===== src/rtl/enemy_formation_ctrl.sv =====
// Enemy formation sequencer: march timing, edge turns and drops, alive bookkeeping, win/lose.
// Publishes the formation origin; each sprite adds (col*CELL_W, row*ROW_H) to it.
module enemy_formation_ctrl #(
  parameter int COLS        = 7,
  parameter int ROWS        = 3,
  parameter int CELL_W      = 73,
  parameter int ROW_H       = 50,
  parameter int ENEMY_W     = 49,
  parameter int ENEMY_H     = 43,
  parameter int SCREEN_W    = 640,
  parameter int LOSE_Y      = 355,
  parameter int STEP_X      = 1,
  parameter int STEP_Y      = 8,
  parameter int MIN_PERIOD  = 1,
  parameter int SPEED_SHIFT = 2
) (
  input  logic                   Clk,
  input  logic                   Reset_n,
  input  logic                   frame_clk,
  input  logic                   Start,
  input  logic                   kill_valid,
  input  logic [4:0]             kill_index,
  output logic signed [10:0]     formation_x,
  output logic [9:0]             formation_y,
  output logic                   dir_x,
  output logic                   dir_y,
  output logic                   step,
  output logic [ROWS*COLS-1:0]   alive_mask,
  output logic [4:0]             alive_count,
  output logic                   game_lost,
  output logic                   game_won
);

  localparam int N  = ROWS * COLS;
  localparam int CW = (COLS > 1) ? $clog2(COLS) : 1;
  localparam int RW = (ROWS > 1) ? $clog2(ROWS) : 1;
  localparam logic signed [11:0] STEP_X12  = 12'(STEP_X);
  localparam logic signed [11:0] RIGHT_LIM = 12'(SCREEN_W - 1);
  localparam logic signed [11:0] LOSE_Y12  = 12'(LOSE_Y);
  localparam logic signed [11:0] W_M1      = 12'(ENEMY_W - 1);
  localparam logic signed [11:0] H_M1      = 12'(ENEMY_H - 1);
  localparam logic [N-1:0]       ALL_ALIVE = {N{1'b1}};
  localparam logic [N-1:0]       ONE_HOT0  = {{(N-1){1'b0}}, 1'b1};

  typedef enum logic [2:0] {
    IDLE        = 3'd0,
    MARCH_RIGHT = 3'd1,
    MARCH_LEFT  = 3'd2,
    LOST        = 3'd3,
    WON         = 3'd4
  } state_t;

  function automatic logic [4:0] popcount(input logic [N-1:0] v);
    logic [4:0] n;
    n = 5'd0;
    for (int i = 0; i < N; i++) begin
      n = n + {4'd0, v[i]};
    end
    return n;
  endfunction

  state_t state_r, state_next;
  logic frame_prev_r;
  logic [7:0] frame_cnt_r, cnt_next, period_s;
  logic tick_s, step_due_s, none_alive_s, kill_ok_s;
  logic [COLS-1:0] col_alive_s;
  logic [ROWS-1:0] row_alive_s;
  logic [CW-1:0] lcol_s, rcol_s;
  logic [RW-1:0] brow_s;
  logic signed [11:0] x_ext_s, loff_s, roff_s, boff_s;
  logic signed [11:0] left_edge_s, right_edge_s, bottom_drop_s;
  logic [9:0] y_drop_s;
  logic hit_right_s, hit_left_s, drop_s, lose_s;
  logic signed [10:0] x_next;
  logic [9:0] y_next;
  logic dx_next, dy_next, step_next, lost_next, won_next;
  logic [N-1:0] mask_next;

  // Occupied column span and lowest occupied row from the registered mask
  always_comb begin
    col_alive_s = '0;
    row_alive_s = '0;
    for (int r = 0; r < ROWS; r++) begin
      for (int c = 0; c < COLS; c++) begin
        col_alive_s[c] = col_alive_s[c] | alive_mask[r*COLS + c];
        row_alive_s[r] = row_alive_s[r] | alive_mask[r*COLS + c];
      end
    end
    lcol_s = '0;
    rcol_s = '0;
    brow_s = '0;
    for (int c = COLS - 1; c >= 0; c--) lcol_s = col_alive_s[c] ? CW'(c) : lcol_s;
    for (int c = 0; c < COLS; c++)      rcol_s = col_alive_s[c] ? CW'(c) : rcol_s;
    for (int r = 0; r < ROWS; r++)      brow_s = row_alive_s[r] ? RW'(r) : brow_s;
  end

  assign x_ext_s       = {formation_x[10], formation_x};
  assign loff_s        = 12'(32'(lcol_s) * CELL_W);
  assign roff_s        = 12'(32'(rcol_s) * CELL_W);
  assign boff_s        = 12'(32'(brow_s) * ROW_H);
  assign left_edge_s   = x_ext_s + loff_s;
  assign right_edge_s  = x_ext_s + roff_s + W_M1;
  assign y_drop_s      = formation_y + 10'(STEP_Y);
  assign bottom_drop_s = {2'b00, y_drop_s} + boff_s + H_M1;
  assign hit_right_s   = (right_edge_s + STEP_X12) > RIGHT_LIM;
  assign hit_left_s    = (left_edge_s - STEP_X12) < 12'sd0;
  assign drop_s        = (state_r == MARCH_RIGHT) ? hit_right_s : hit_left_s;
  assign lose_s        = bottom_drop_s >= LOSE_Y12;

  assign tick_s       = frame_clk & ~frame_prev_r;
  assign period_s     = 8'(MIN_PERIOD) + 8'({3'b000, alive_count} >> SPEED_SHIFT);
  assign step_due_s   = tick_s && ((frame_cnt_r + 8'd1) >= period_s);
  assign none_alive_s = (alive_mask == '0);
  assign kill_ok_s    = kill_valid && (kill_index < 5'(N));

  // State register
  always_ff @(posedge Clk or negedge Reset_n) begin
    if (!Reset_n) begin
      state_r <= IDLE;
    end else begin
      state_r <= state_next;
    end
  end

  // Next state: an empty formation wins before any drop can lose
  always_comb begin
    state_next = state_r;
    case (state_r)
      IDLE, LOST, WON: begin
        state_next = Start ? MARCH_RIGHT : state_r;
      end
      MARCH_RIGHT, MARCH_LEFT: begin
        if (none_alive_s) begin
          state_next = WON;
        end else if (step_due_s && drop_s) begin
          state_next = lose_s ? LOST :
                       ((state_r == MARCH_RIGHT) ? MARCH_LEFT : MARCH_RIGHT);
        end else begin
          state_next = state_r;
        end
      end
      default: begin
        state_next = IDLE;
      end
    endcase
  end

  // Next values of the published registers
  always_comb begin
    x_next    = formation_x;
    y_next    = formation_y;
    dx_next   = dir_x;
    dy_next   = 1'b0;
    step_next = 1'b0;
    mask_next = alive_mask;
    cnt_next  = frame_cnt_r;
    lost_next = game_lost;
    won_next  = game_won;
    case (state_r)
      IDLE, LOST, WON: begin
        if (Start) begin
          x_next    = 11'sd0;
          y_next    = 10'd0;
          dx_next   = 1'b1;
          mask_next = ALL_ALIVE;
          cnt_next  = 8'd0;
          lost_next = 1'b0;
          won_next  = 1'b0;
        end else begin
          mask_next = alive_mask;
        end
      end
      MARCH_RIGHT, MARCH_LEFT: begin
        if (none_alive_s) begin
          won_next = 1'b1;
        end else begin
          if (tick_s) begin
            cnt_next = step_due_s ? 8'd0 : (frame_cnt_r + 8'd1);
          end else begin
            cnt_next = frame_cnt_r;
          end
          // Movement uses the pre-kill mask; a same-cycle kill lands on the same edge
          if (step_due_s) begin
            step_next = 1'b1;
            if (drop_s) begin
              y_next    = y_drop_s;
              dy_next   = 1'b1;
              dx_next   = (state_r == MARCH_LEFT);
              lost_next = lose_s;
            end else if (state_r == MARCH_RIGHT) begin
              x_next = formation_x + 11'(STEP_X);
            end else begin
              x_next = formation_x - 11'(STEP_X);
            end
          end else begin
            step_next = 1'b0;
          end
          mask_next = kill_ok_s ? (alive_mask & ~(ONE_HOT0 << kill_index)) : alive_mask;
        end
      end
      default: begin
        mask_next = alive_mask;
      end
    endcase
  end

  // Published registers, frame-edge register and frame counter
  always_ff @(posedge Clk or negedge Reset_n) begin
    if (!Reset_n) begin
      frame_prev_r <= 1'b0;
      frame_cnt_r  <= 8'd0;
      formation_x  <= 11'sd0;
      formation_y  <= 10'd0;
      dir_x        <= 1'b1;
      dir_y        <= 1'b0;
      step         <= 1'b0;
      alive_mask   <= ALL_ALIVE;
      alive_count  <= 5'(N);
      game_lost    <= 1'b0;
      game_won     <= 1'b0;
    end else begin
      frame_prev_r <= frame_clk;
      frame_cnt_r  <= cnt_next;
      formation_x  <= x_next;
      formation_y  <= y_next;
      dir_x        <= dx_next;
      dir_y        <= dy_next;
      step         <= step_next;
      alive_mask   <= mask_next;
      alive_count  <= popcount(mask_next);
      game_lost    <= lost_next;
      game_won     <= won_next;
    end
  end

endmodule


===== config.mk =====
export PLATFORM = sky130hd
export DESIGN_NAME = enemy_formation_ctrl
export DESIGN_NICKNAME = d
export VERILOG_FILES = /design/src/rtl/enemy_formation_ctrl.sv
export SDC_FILE = /design/constraint.sdc
export NUM_CORES = 1
export LEC_CHECK = 0
export CAP_MARGIN = 20
export CORE_MARGIN = 2
export CORE_UTILIZATION = 45
export CTS_CLUSTER_SIZE = 25
export DETAILED_ROUTE_END_ITERATION = 6
export PLACE_DENSITY = 0.75
export RECOVER_POWER = 25
export SLEW_MARGIN = 20
export SYNTH_ARGS = -nofsm -noshare
export SYNTH_HDL_FRONTEND = slang
export SYNTH_SLANG_ARGS = --single-unit

===== constraint.sdc =====
create_clock -name Clk -period 7.76 [get_ports Clk]
set_input_delay 1.552 -clock Clk [delete_from_list [all_inputs] [get_ports Clk]]
set_output_delay 1.552 -clock Clk [all_outputs]
set_load 0.02 [all_outputs]

# == Word-level counts from Yosys, hierarchy flattened ==
# Index checks and enable logic that the tools add are counted.
# op_classes
n_addsub,32
n_mul,3
div,0
magnitude_cmp,5
eq_ne,12
shift,1
mux,61
n_bitwise,30
n_reduce_logical,13
# op_table
operator,n
5-bit by 1-bit adder with 5-bit output,16
21-bit two-way mux,3
11-bit two-way mux,5
21-bit one-hot mux with 2 select lines,1
10-bit two-way mux,4
3-bit two-way mux,13
8-bit two-way mux,4
1-bit bitwise OR,26
11-bit by 11-bit adder with 12-bit output,2
11-bit one-hot mux with 2 select lines,1
21-bit bitwise AND,1
21-bit zero test,1
21-bit inverter,1
"1-bit by 5-bit << shifter with 21-bit output, first input constant",1
"3-bit by 7-bit multiplier with 10-bit output, second input constant",2
10-bit one-hot mux with 2 select lines,1
1-bit two-way mux,19
8-bit one-hot mux with 2 select lines,1
"2-bit != test, second input constant",7
"11-bit by 6-bit adder with 12-bit output, second input constant",1
"12-bit by 2-bit adder with 12-bit output, second input constant",1
"12-bit by 7-bit adder with 12-bit output, second input constant",1
"12-bit by 10-bit greater-or-equal comparator with 1-bit output, second input constant",1
"12-bit by 11-bit > comparator with 1-bit output, second input constant",1
other kinds (33),43
# word_totals
register_bits,64
latch_bits,0
ramBits,0
romBits,0
in_bits,10
output_inout_bits,52
word_cells,169
n_memories,0

# == Depth between registers and ports, before layout ==
# depth
word_depth,26
ltp_mapped,21

# == Least setup slack after synthesis ==
# OpenSTA, ideal clock, no wires.
# synth_timing
path_kind,input -> register
from,input kill_index[1]
to,register alive_count[4]
setup_ps,82
t_arrival_ps,6700
path_slack_ps,978
stages,19
path_cell_list,clkbuf_1 nor2_1 nor2b_1 o21ai_0 nand2_1 or2_2 nor4b_1 a21oi_1 fa_1 inv_1 fa_1 fa_1 fa_1 inv_1 fa_1 fa_1 fa_1 a21oi_1 o21bai_1
# synth_via
elab_chain_len,26
# synth_lines
item,line_no,source
from (decl),22,"input logic [4:0] kill_index,"
"parallel branches: the longest is 3 deep, another holds 5-bit < comparator",--,
21-bit two-way mux (*),198,mask_next = kill_ok_s ? (alive_mask & ~(ONE_HOT0 << kill_index)) : alive_mask;
21-bit two-way mux (*),174,if (none_alive_s) begin
21-bit one-hot mux with 2 select lines (*),159,case (state_r)
named net mask_next[1],77,logic [N-1:0] mask_next;
1-bit by 1-bit adder with 2-bit output (*),57,"n = n + {4'd0, v[i]};"
2-bit by 1-bit adder with 3-bit output (*),57,
3-bit by 1-bit adder with 4-bit output (*),57,
4-bit by 1-bit adder with 5-bit output (*),57,
5-bit by 1-bit adder with 5-bit output (*) (16 in a row),57,
to (signal assigned),218,alive_count <= 5'(N);
to (signal assigned),230,alive_count <= popcount(mask_next);
to (decl),29,"output logic [4:0] alive_count,"
# Mark *: on every way through the listed nets, which the timed path passes.
# A chain may end at the register's enable or synchronous reset.

# == Worst setup path in the final report ==
# Ends and elaborated chain as after synthesis.

==> reports/results.ini <==
[status]
status=finished with violations
violations=max-capacitance violations, max-slew violations

[clocking]
post-cts-setup-buffers=0
clock-root-buffer=clkbuf_16
cts-htree-levels=3
tritoncts=built
clock_path_buffers=2
clkLatencyLatePin_ns=0.33
cts_resized=0
clock-sinks=61
cts_made_buffers=9
path_clk_slew_ns=0.06
ctsHoldBuffers=0

[global_routing]
grt_pass1_vias=4336
grt_max_degree=62
antenna_found_initial=0
grtUsageTotal_pct=21.62
grt_pass1_wl_um=21430
gr-total-overflow=0

[timing]
period_share_pct=94.77
tns_ns=0
worst_pin_slew_ns=3.338
finalSetupViolCount=0
layout_setup_ws_ns=0.4056
final.min_clock_period_ns=7.354
relSlewSlack_pct=-122.5
fin_skew_ns=0.005761
finalHoldViolCount=0
rsz0062_at_grt=false
slew_viol_final=62
fmax_ghz=0.1360

[cells_and_area]
final_nets=712
diodes=0
fillers=974
area_delta_synth_final_pct=19.62
drive_gt1_share_pct=9.631

[synth]
syn-cell-area_mm2=0.005101
synthTopCellsByArea=dfrtp_1 18%, ha_1 16%, dfstp_2 13%
yosys.area.top_type=dfrtp_1
ys_seq_area_share_pct=30.54
synth_seq_cells=61
ys_async_sr_fraction_pct=100.0
synth_edf_count=0
ys.flop_type=dfrtp_1
syn_inst=556
yosysTopAreaCellShare_pct=17.66
synth.avg_cell_area_um2=9.175
ys_types=67
yosysWarnings=0

[drt]
drc=0
post_drt_via_cell_ratio=5.706
routedWlPerCell_um=16.94
dr.pass1.iters=5
antenna_left=0
vias=4354
first_iter_violations=348
finalWirelength_um=12930

[critical_path]
crit_required_ns=8.02
worst-r2r-setup-slack_ns=1.48
worst-setup-path-type=in -> reg
end_kind=flip-flop
cp_max_fo=9
worst_setup_path_start_kind=input port
arrival_ns=7.61

[floorplan]
core_mm2=0.01094
num_rows=38
initial_core_util_pct=46.65
ios=62
floorplan.die.width_um=110.5
dieHeight_um=110.5
dieArea_mm2=0.01220

[pwr]
p_per_area_mw_per_mm2=345.1
p_leak_nw=2.799
ir_worst_vdd_uv=181.7
total_power_w=0.002106

[placed_design]
pre_cts_slack_ns=0.06474
hpwlAfterDp_um=9967
gp_congestion=0.9570
place.port_buffers=58

[run]
cap_viol_max_count=1

[worst_hold_path]
min_path_type=reg -> reg

==> cell usage in the layout, fill, tap and decap left out, types with 3 or more instances in the layout <==
master and count:
xor2_1 6, ha_1 67, nor4_1 5, conb_1 5, and2_1 9, nor2b_1 6
mux2i_1 3, a211oi_1 5, o22a_1 6, o22ai_1 5, o21ai_0 23, or2_2 4
a21o_1 7, a21oi_1 26, dfrtp_1 36, nand4_1 4, nand3_1 15, dfstp_2 25
nand2_1 42, buf_4 3, nand2b_1 9, clkinv_2 4, o211ai_1 7, xnor2_1 17
a22o_1 9, fa_1 17, nor3_1 22, o21a_1 6, o2bb2ai_1 3, nor2_1 29
or3_1 5, o32a_1 5, and3_1 5, clkdlybuf4s50_1 56, inv_1 72, clkbuf_16 10
==> worst max-delay path, cell delays in order <==
cell	delay (ns)
clkdlybuf4s50_1	0.54
nor2_1	0.20
nor2b_1	0.06
o21ai_0	0.14
nand2_1	0.11
or2_2	0.34
nor4b_1	0.60
a21oi_1	0.23
fa_1	0.54
inv_1	0.05
fa_1	0.51
fa_1	0.52
fa_1	0.55
inv_1	0.06
fa_1	0.52
fa_1	0.46
fa_1	0.42
a21oi_1	0.16
o21bai_1	0.08
==> synthesized netlist by cell type, drive strengths merged (3+ instances only) <==
cell	instances
dfrtp	36
a21oi	26
inv	72
xor2	6
o21ai	27
buf	5
or3	6
a21o	7
ha	67
nand2	42
o22ai	5
and3	6
a22o	9
fa	17
nor4	5
nand4	4
nor2b	6
clkbuf	10
dfstp	25
nor3	23
a211oi	6
xnor2	17
nor2	29
and2	9
nand3	15
o2bb2ai	3
o22a	6
o32a	5
o211ai	7
or2	4
o21a	6
mux2i	3
nand2b	10
==> metrics by stage <==
step | cells | hold slack (ns) | utilization (%) | area [um^2]
2_1_floorplan | 560 | 0.4739 | - | 5116
3_3_place_gp | 747 | 0.4766 | 53.23 | 5821
3_5_place_dp | 747 | 0.4823 | 53.23 | 5821
4_1_cts | 763 | 0.4982 | 55.84 | 6106
5_1_grt | 763 | 0.5179 | 55.80 | 6102
6_report | 763 | 0.4914 | 55.80 | 6102
==> cell families (layout without fill, tap and decap cells) <==
| family | after synthesis | after routing | synth area share, % |
|---|---|---|---|
| xor gates and xnor gates | 23 | 23 | 3.949 |
| DFF | 61 | 61 | 30.54 |
| adders and majority gates | 84 | 84 | 23.11 |
| AOI/OAI and AO/OA | 131 | 131 | 18.05 |
| buffers and inverters | 87 | 150 | 6.794 |
| muxes | 4 | 4 | 0.8094 |
| other | 1 | 5 | 0.07351 |
| and+or+nand+nor | 165 | 165 | 16.68 |
==> sequential cells by signal (all words and copies together) (netlist names), 3 cells and up <==
signal / flops
alive_mask: 21
formation_x: 11
alive_count: 5
formation_y: 7
state_r: 3
frame_cnt_r: 8
==> path summary, 6_finish.rpt <==
path | start | depth (start not counted) | end
setup reg to reg | alive_mask[14] | 18 | alive_count[4]
min in group asynchronous | Reset_n | 2 | formation_x[5]
hold / removal | game_lost | 1 | game_lost
setup / recovery | kill_index[1] | 19 | alive_count[4]
hold reg to reg | game_lost | 1 | game_lost
max in group asynchronous | Reset_n | 2 | formation_y[6]
==> where the power goes <==
group / internal (W) / switching, W / total (W) / leakage (nW)
Combinational: 0.000511 / 0.000729 / 0.00124 / 1.89
Sequential: 0.000389 / 0.0000845 / 0.000473 / 0.757
Clock: 0.000234 / 0.000158 / 0.000392 / 0.147
==> area by class of cell <==
class                           instances  area (um^2)  share of cell area (%)
Clock buffer                           10        250.2                   4.101
Clock inverter                          6        35.03                  0.5741
Inverter                               72        270.3                   4.429
Multi-Input combinational cell        412         3212                   52.63
Sequential cell                        61         1558                   25.53
Tap cell                              140        175.2                   2.871
Timing Repair Buffer                   62        601.8                   9.863
==> per-layer routing <==
metal	vias up	track usage, %	part of all wire (%)
met3	27	4.226	5.3
li1	2082	-	-
met4	0	8.417	2.4
met1	2096	28.02	42
met5	-	0	0
met2	149	35.71	50
Note: power is estimated with default switching activity, not from simulation.
==> RTL change 1: new RTL, same flow settings <==
Remove the register `step`: a continuous assignment takes its place, so the output `step` follows one clock earlier.
--- a/src/rtl/enemy_formation_ctrl.sv
+++ b/src/rtl/enemy_formation_ctrl.sv
@@ -213,7 +213,6 @@
       formation_y  <= 10'd0;
       dir_x        <= 1'b1;
       dir_y        <= 1'b0;
-      step         <= 1'b0;
       alive_mask   <= ALL_ALIVE;
       alive_count  <= 5'(N);
       game_lost    <= 1'b0;
@@ -225,7 +224,6 @@
       formation_y  <= y_next;
       dir_x        <= dx_next;
       dir_y        <= dy_next;
-      step         <= step_next;
       alive_mask   <= mask_next;
       alive_count  <= popcount(mask_next);
       game_lost    <= lost_next;
@@ -233,5 +231,7 @@
     end
   end
 
+  assign step = step_next;
+
 endmodule
 
Check against the original RTL: not equivalent (Yosys sat finds a counterexample within 10 cycles, from zero or initial values and one cycle with Reset_n low).
==> RTL change 1 against the unedited design <==
  * The flow still finishes with violations (max-capacitance violations, max-slew violations)
  * Cell area fell by 0.66%
  * First-iteration DRC count increased by 9.5%
  * Routed wire length shrank 3.4%
  * Setup slack better by 240 ps
  * Sequential cell count fell by 1
  * Worst hold slack improved by 21 ps
  * Synthesized cell count shrank 0.18%
  * Power shrank 2.5%
  * Count of clock-buffer cells in the layout rose by 3
  * Via count shrank 1.3%
  * Combinational power about the same
  * Sequential share of layout area decreased by 0.24 points
  * Area after synthesis is 0.49% lower
==> RTL change 1: results (changes against the unedited design) <==
Worst path top cell family by delay adder cells (unchanged); vias in the first global route 4279 (was 4336); GP Congestion 0.9389 (was 0.9570); total CTS buffers 9 (unchanged); violated checks max-capacitance violations, max-slew violations (unchanged); MaxCap Viol Count 1 (unchanged); vias per std cell 5.624 (was 5.706); total iterations of the first detailed-routing run 5 (unchanged); Synth area leaders dfrtp_1, ha_1, dfstp_2 (unchanged); routing usage on met3 3.410% (was 4.226%); Iter 0 DRT Violations 381 (was 348); Final HPWL DP 9.728 mm (was 9.967 mm); first-pass GRT wire length 20.94 mm (was 21.43 mm); worst min-delay path class flip-flop to flip-flop (unchanged); hold endpoint game_lost (unchanged); Worst Tran Pin Value 3267 ps (was 3338 ps); DR WL met2 6.162 mm (was 6.490 mm); wire length on met1 5.441 mm (was 5.438 mm); outcome finished, violations left (unchanged); post-synthesis mux area share 0.8134% (was 0.8094%); fraction of layout cells with a size suffix above 1 9.295% (was 9.631%); clock root cell clkbuf_16 (unchanged); Final nets 713 (was 712); Lkg Pwr 2.775 nW (was 2.799 nW); largest net degree at the start of global routing 61 (was 62); Slew Viols, Final 61 (was 62); Synth warnings 0 (unchanged); GR Layer Usage met1 29.22% (was 28.02%); clk_skew 4.839 ps (was 5.761 ps); Reg2Reg Depth 18 (unchanged); M2 GR Usage 36.90% (was 35.71%); clk pwr 0.348 mW (was 0.392 mW); clk slew on worst S/H paths about 50 ps; Ant. Diodes 0 (unchanged); Critical R2R Capture alive_count[4] (unchanged); P_sw 0.9429 mW (was 0.9720 mW); adder-cell share of the synthesized area 23.22% (was 23.11%); Post-Synth XOR/XNOR Area 3.968% (was 3.949%); fillers 1001 (was 974); sequential area share after synthesis 30.19% (was 30.54%); Routed met3 length 616 um (was 686 um); clock latency on the worst-skew pair 330 ps (about the same); CP Max Fanout 5 (was 9); Post-CTS Setup Inserts 0 (unchanged); Synth Area in Compound Gates 18.14% (was 18.05%); gr usage total 22.19% (was 21.62%); synth cell count leaders inv_1, ha_1, nand2_1, dfrtp_1, nor2_1 (unchanged); Post-Route WL 12.49 mm (was 12.93 mm); Worst path slowest cell fa_1 (was nor4b_1); htree depth 3 (unchanged); Hold Path Stages 1 (unchanged); clk buf depth 2 (unchanged); slowest stage delay, CP 550 ps (was 600 ps); Main synth FF type dfrtp_1 (unchanged); Worst R2R Setup Slack 1590 ps (was 1480 ps); maximum vdd drop 0.1950 mV (was 0.1817 mV); Comb group 1.24 mW (about the same)
## RTL change 1: cell count changes in the layout (fill, tap and decap cells not counted), sizes merged
cell	before	now
clkbuf	11	14
buf	4	6
clkinv	5	3
dfrtp	36	35
inv	73	72
## RTL change 1: logic make-up after synthesis
group           count (synthesis)
other cells                     1
compound gates                131
fa+ha+maj                      84
simple gates                  165
flops                          60
xor+xnor                       23
buf+inv                        87
mux                             4
## RTL change 1: cell type report
cell class / count / area share (%)
Inverter: 72 / 4.458
Clock inverter: 3 / 0.2477
Timing Repair Buffer: 64 / 10.18
Clock buffer: 13 / 3.963
Multi-Input combinational cell: 412 / 52.98
Sequential cell: 60 / 25.28
Tap cell: 140 / 2.890
## RTL change 1: worst max-delay path by stage
stage,cells past startpoint,slack [ps],from,endpoint
CTS,19,620,kill_index[1],alive_count[4]
detailed placement,19,290,kill_index[1],alive_count[4]
global placement,19,420,kill_index[1],alive_count[4]
finish,19,640,kill_index[1],alive_count[4]
floorplan,19,980,kill_index[1],alive_count[4]
global route,19,140,kill_index[1],alive_count[4]
## RTL change 1: metrics by stage
| step | instance area, um2 | total power, mW | worst slack [ps] | hold slack, ps | instances |
|---|---|---|---|---|---|
| floorplan | 5091 | 1.373 | 978.2 | 473.9 | 559 |
| global placement | 5811 | 1.643 | 421.5 | 475.5 | 748 |
| detailed placement | 5811 | 1.692 | 288.2 | 495.7 | 748 |
| CTS | 6066 | 2.059 | 621.3 | 510.8 | 764 |
| global route | 6062 | 2.228 | 142.1 | 524.4 | 764 |
| finish | 6062 | 2.052 | 644.7 | 512.2 | 764 |
==> RTL change 2: new RTL, config.mk and constraints unchanged <==
Made on the original files. `ROWS`: 3 -> 5.
--- a/src/rtl/enemy_formation_ctrl.sv
+++ b/src/rtl/enemy_formation_ctrl.sv
@@ -2,7 +2,7 @@
 // Publishes the formation origin; each sprite adds (col*CELL_W, row*ROW_H) to it.
 module enemy_formation_ctrl #(
   parameter int COLS        = 7,
-  parameter int ROWS        = 3,
+  parameter int ROWS        = 5,
   parameter int CELL_W      = 73,
   parameter int ROW_H       = 50,
   parameter int ENEMY_W     = 49,
Interface: changed (resized alive_mask); port bits go from 62 to 76. No check against the original RTL was run, so the function may have changed too.
==> RTL change 2 against the unedited design <==
  * The run still ends with max-capacitance violations, max-slew violations left
  * Sequential cell count up 14
  * Final cell count is 17% higher
  * Combinational power decreased by 15%
  * Die area rose by 18%
  * Setup slack got worse by 60 ps
  * Routed wire length up 21%
  * Power is 6.0% lower
  * Cell area up 19%
  * Area after synthesis increased by 19%
  * Register-to-register slack lost 540 ps
  * Synthesized cell count grew 14%
  * Largest cell class unchanged
  * Highest routed layer unchanged
==> RTL change 2: results (changes against the unedited design) <==
vias after detailed routing 4938 (was 4354); violated checks max-capacitance violations, max-slew violations (unchanged); Post-Route WL 15.65 mm (was 12.93 mm); slowest stage delay, CP 690 ps (was 600 ps); Netlist cell types 73 (was 67); Place WS 14.01 ps (was 64.74 ps); clock latency on the worst-skew pair 350 ps (was 330 ps); Worst Tran Pin Value 4069 ps (was 3338 ps); wire length on met1 6.758 mm (was 5.438 mm); DP Cell Count 878 (was 747); outcome finished, violations left (unchanged); fillers 1195 (was 974); Synth area leaders dfstp_2, dfrtp_1, ha_1 (was dfrtp_1, ha_1, dfstp_2); DR WL met2 7.896 mm (was 6.490 mm); Slew Viols, Final 76 (was 62); Sw Share 43.98% (was 46.16%); synthesized area per cell 9.531 um2 (was 9.175 um2); maximum vdd drop 0.1170 mV (was 0.1817 mV); Final Cell Area 7237 um2 (was 6102 um2); vias per std cell 5.523 (was 5.706); Regs by FF count alive_mask (35), formation_x (11), frame_cnt_r (8) (was alive_mask (21), formation_x (11), frame_cnt_r (8)); Routed met3 length 778 um (was 686 um); initial antenna violation count 0 (unchanged); Final nets 826 (was 712); sequential area share after synthesis 31.80% (was 30.54%); Iter 0 DRT Violations 346 (was 348); GP Congestion 0.8750 (was 0.9570); clk_skew 6.494 ps (was 5.761 ps); first-pass GRT wire length 25.14 mm (was 21.43 mm); MaxCap Viol Count 1 (unchanged); crit path DAT 7690 ps (was 7610 ps); number of port buffers 72 (was 58); Final HPWL DP 12.21 mm (was 9.967 mm); largest net degree at the start of global routing 76 (was 62); Die ar. 14390 um2 (was 12200 um2); Lkg Pwr 3.346 nW (was 2.799 nW); synth cell count leaders inv_1, ha_1, dfstp_2, dfrtp_1, nor2_1 (was inv_1, ha_1, nand2_1, dfrtp_1, nor2_1); Worst path slowest cell or4b_2 (was nor4b_1); gr usage total 22.49% (was 21.62%)
-- RTL change 2: layer usage --
metal  vias to the layer above  track usage, %
met4                         0           5.809
met5                         -               0
met1                      2440           28.67
li1                       2349               -
met3                        16           4.895
met2                       133           38.67
-- RTL change 2: logic make-up after synthesis --
| group | count (synthesis) | synth area share (%) |
|---|---|---|
| DFF | 75 | 31.80 |
| xor gates and xnor gates | 21 | 3.039 |
| and+or+nand+nor | 201 | 18.46 |
| adders and majority gates | 104 | 25.18 |
| other | 2 | 0.1241 |
| muxes | 2 | 0.3308 |
| AOI/OAI and AO/OA | 113 | 13.36 |
| buffers and inverters | 117 | 7.711 |
-- RTL change 2: power by group through the flow --
stage | Combinational [mW] | Clock, mW | Sequential [mW]
3_5_place_dp | 1.04 | 0 | 0.524
4_1_cts | 1.05 | 0.409 | 0.517
5_1_grt | 1.17 | 0.428 | 0.526
6_report | 1.06 | 0.404 | 0.518
3_3_place_gp | 0.995 | 0 | 0.521
2_1_floorplan | 0.719 | 0 | 0.549
-- RTL change 2: path summary, 6_finish.rpt --
check	start	end	slack, ps	depth (start not counted)
setup / recovery	kill_index[3]	alive_count[4]	350	19
hold / removal	game_lost	game_lost	520	2
setup reg to reg	alive_mask[21]	alive_count[4]	940	21
hold reg to reg	game_lost	game_lost	520	2
max in group asynchronous	Reset_n	frame_cnt_r[0]	2850	1
min in group asynchronous	Reset_n	frame_cnt_r[6]	2620	1
-- RTL change 2: cell type report --
type,instances,share of cell area [%]
Clock buffer,10,3.164
Clock inverter,6,0.6743
Tap cell,176,3.043
Sequential cell,75,26.59
Inverter,104,5.394
Timing Repair Buffer,76,10.29
Multi-Input combinational cell,447,50.85
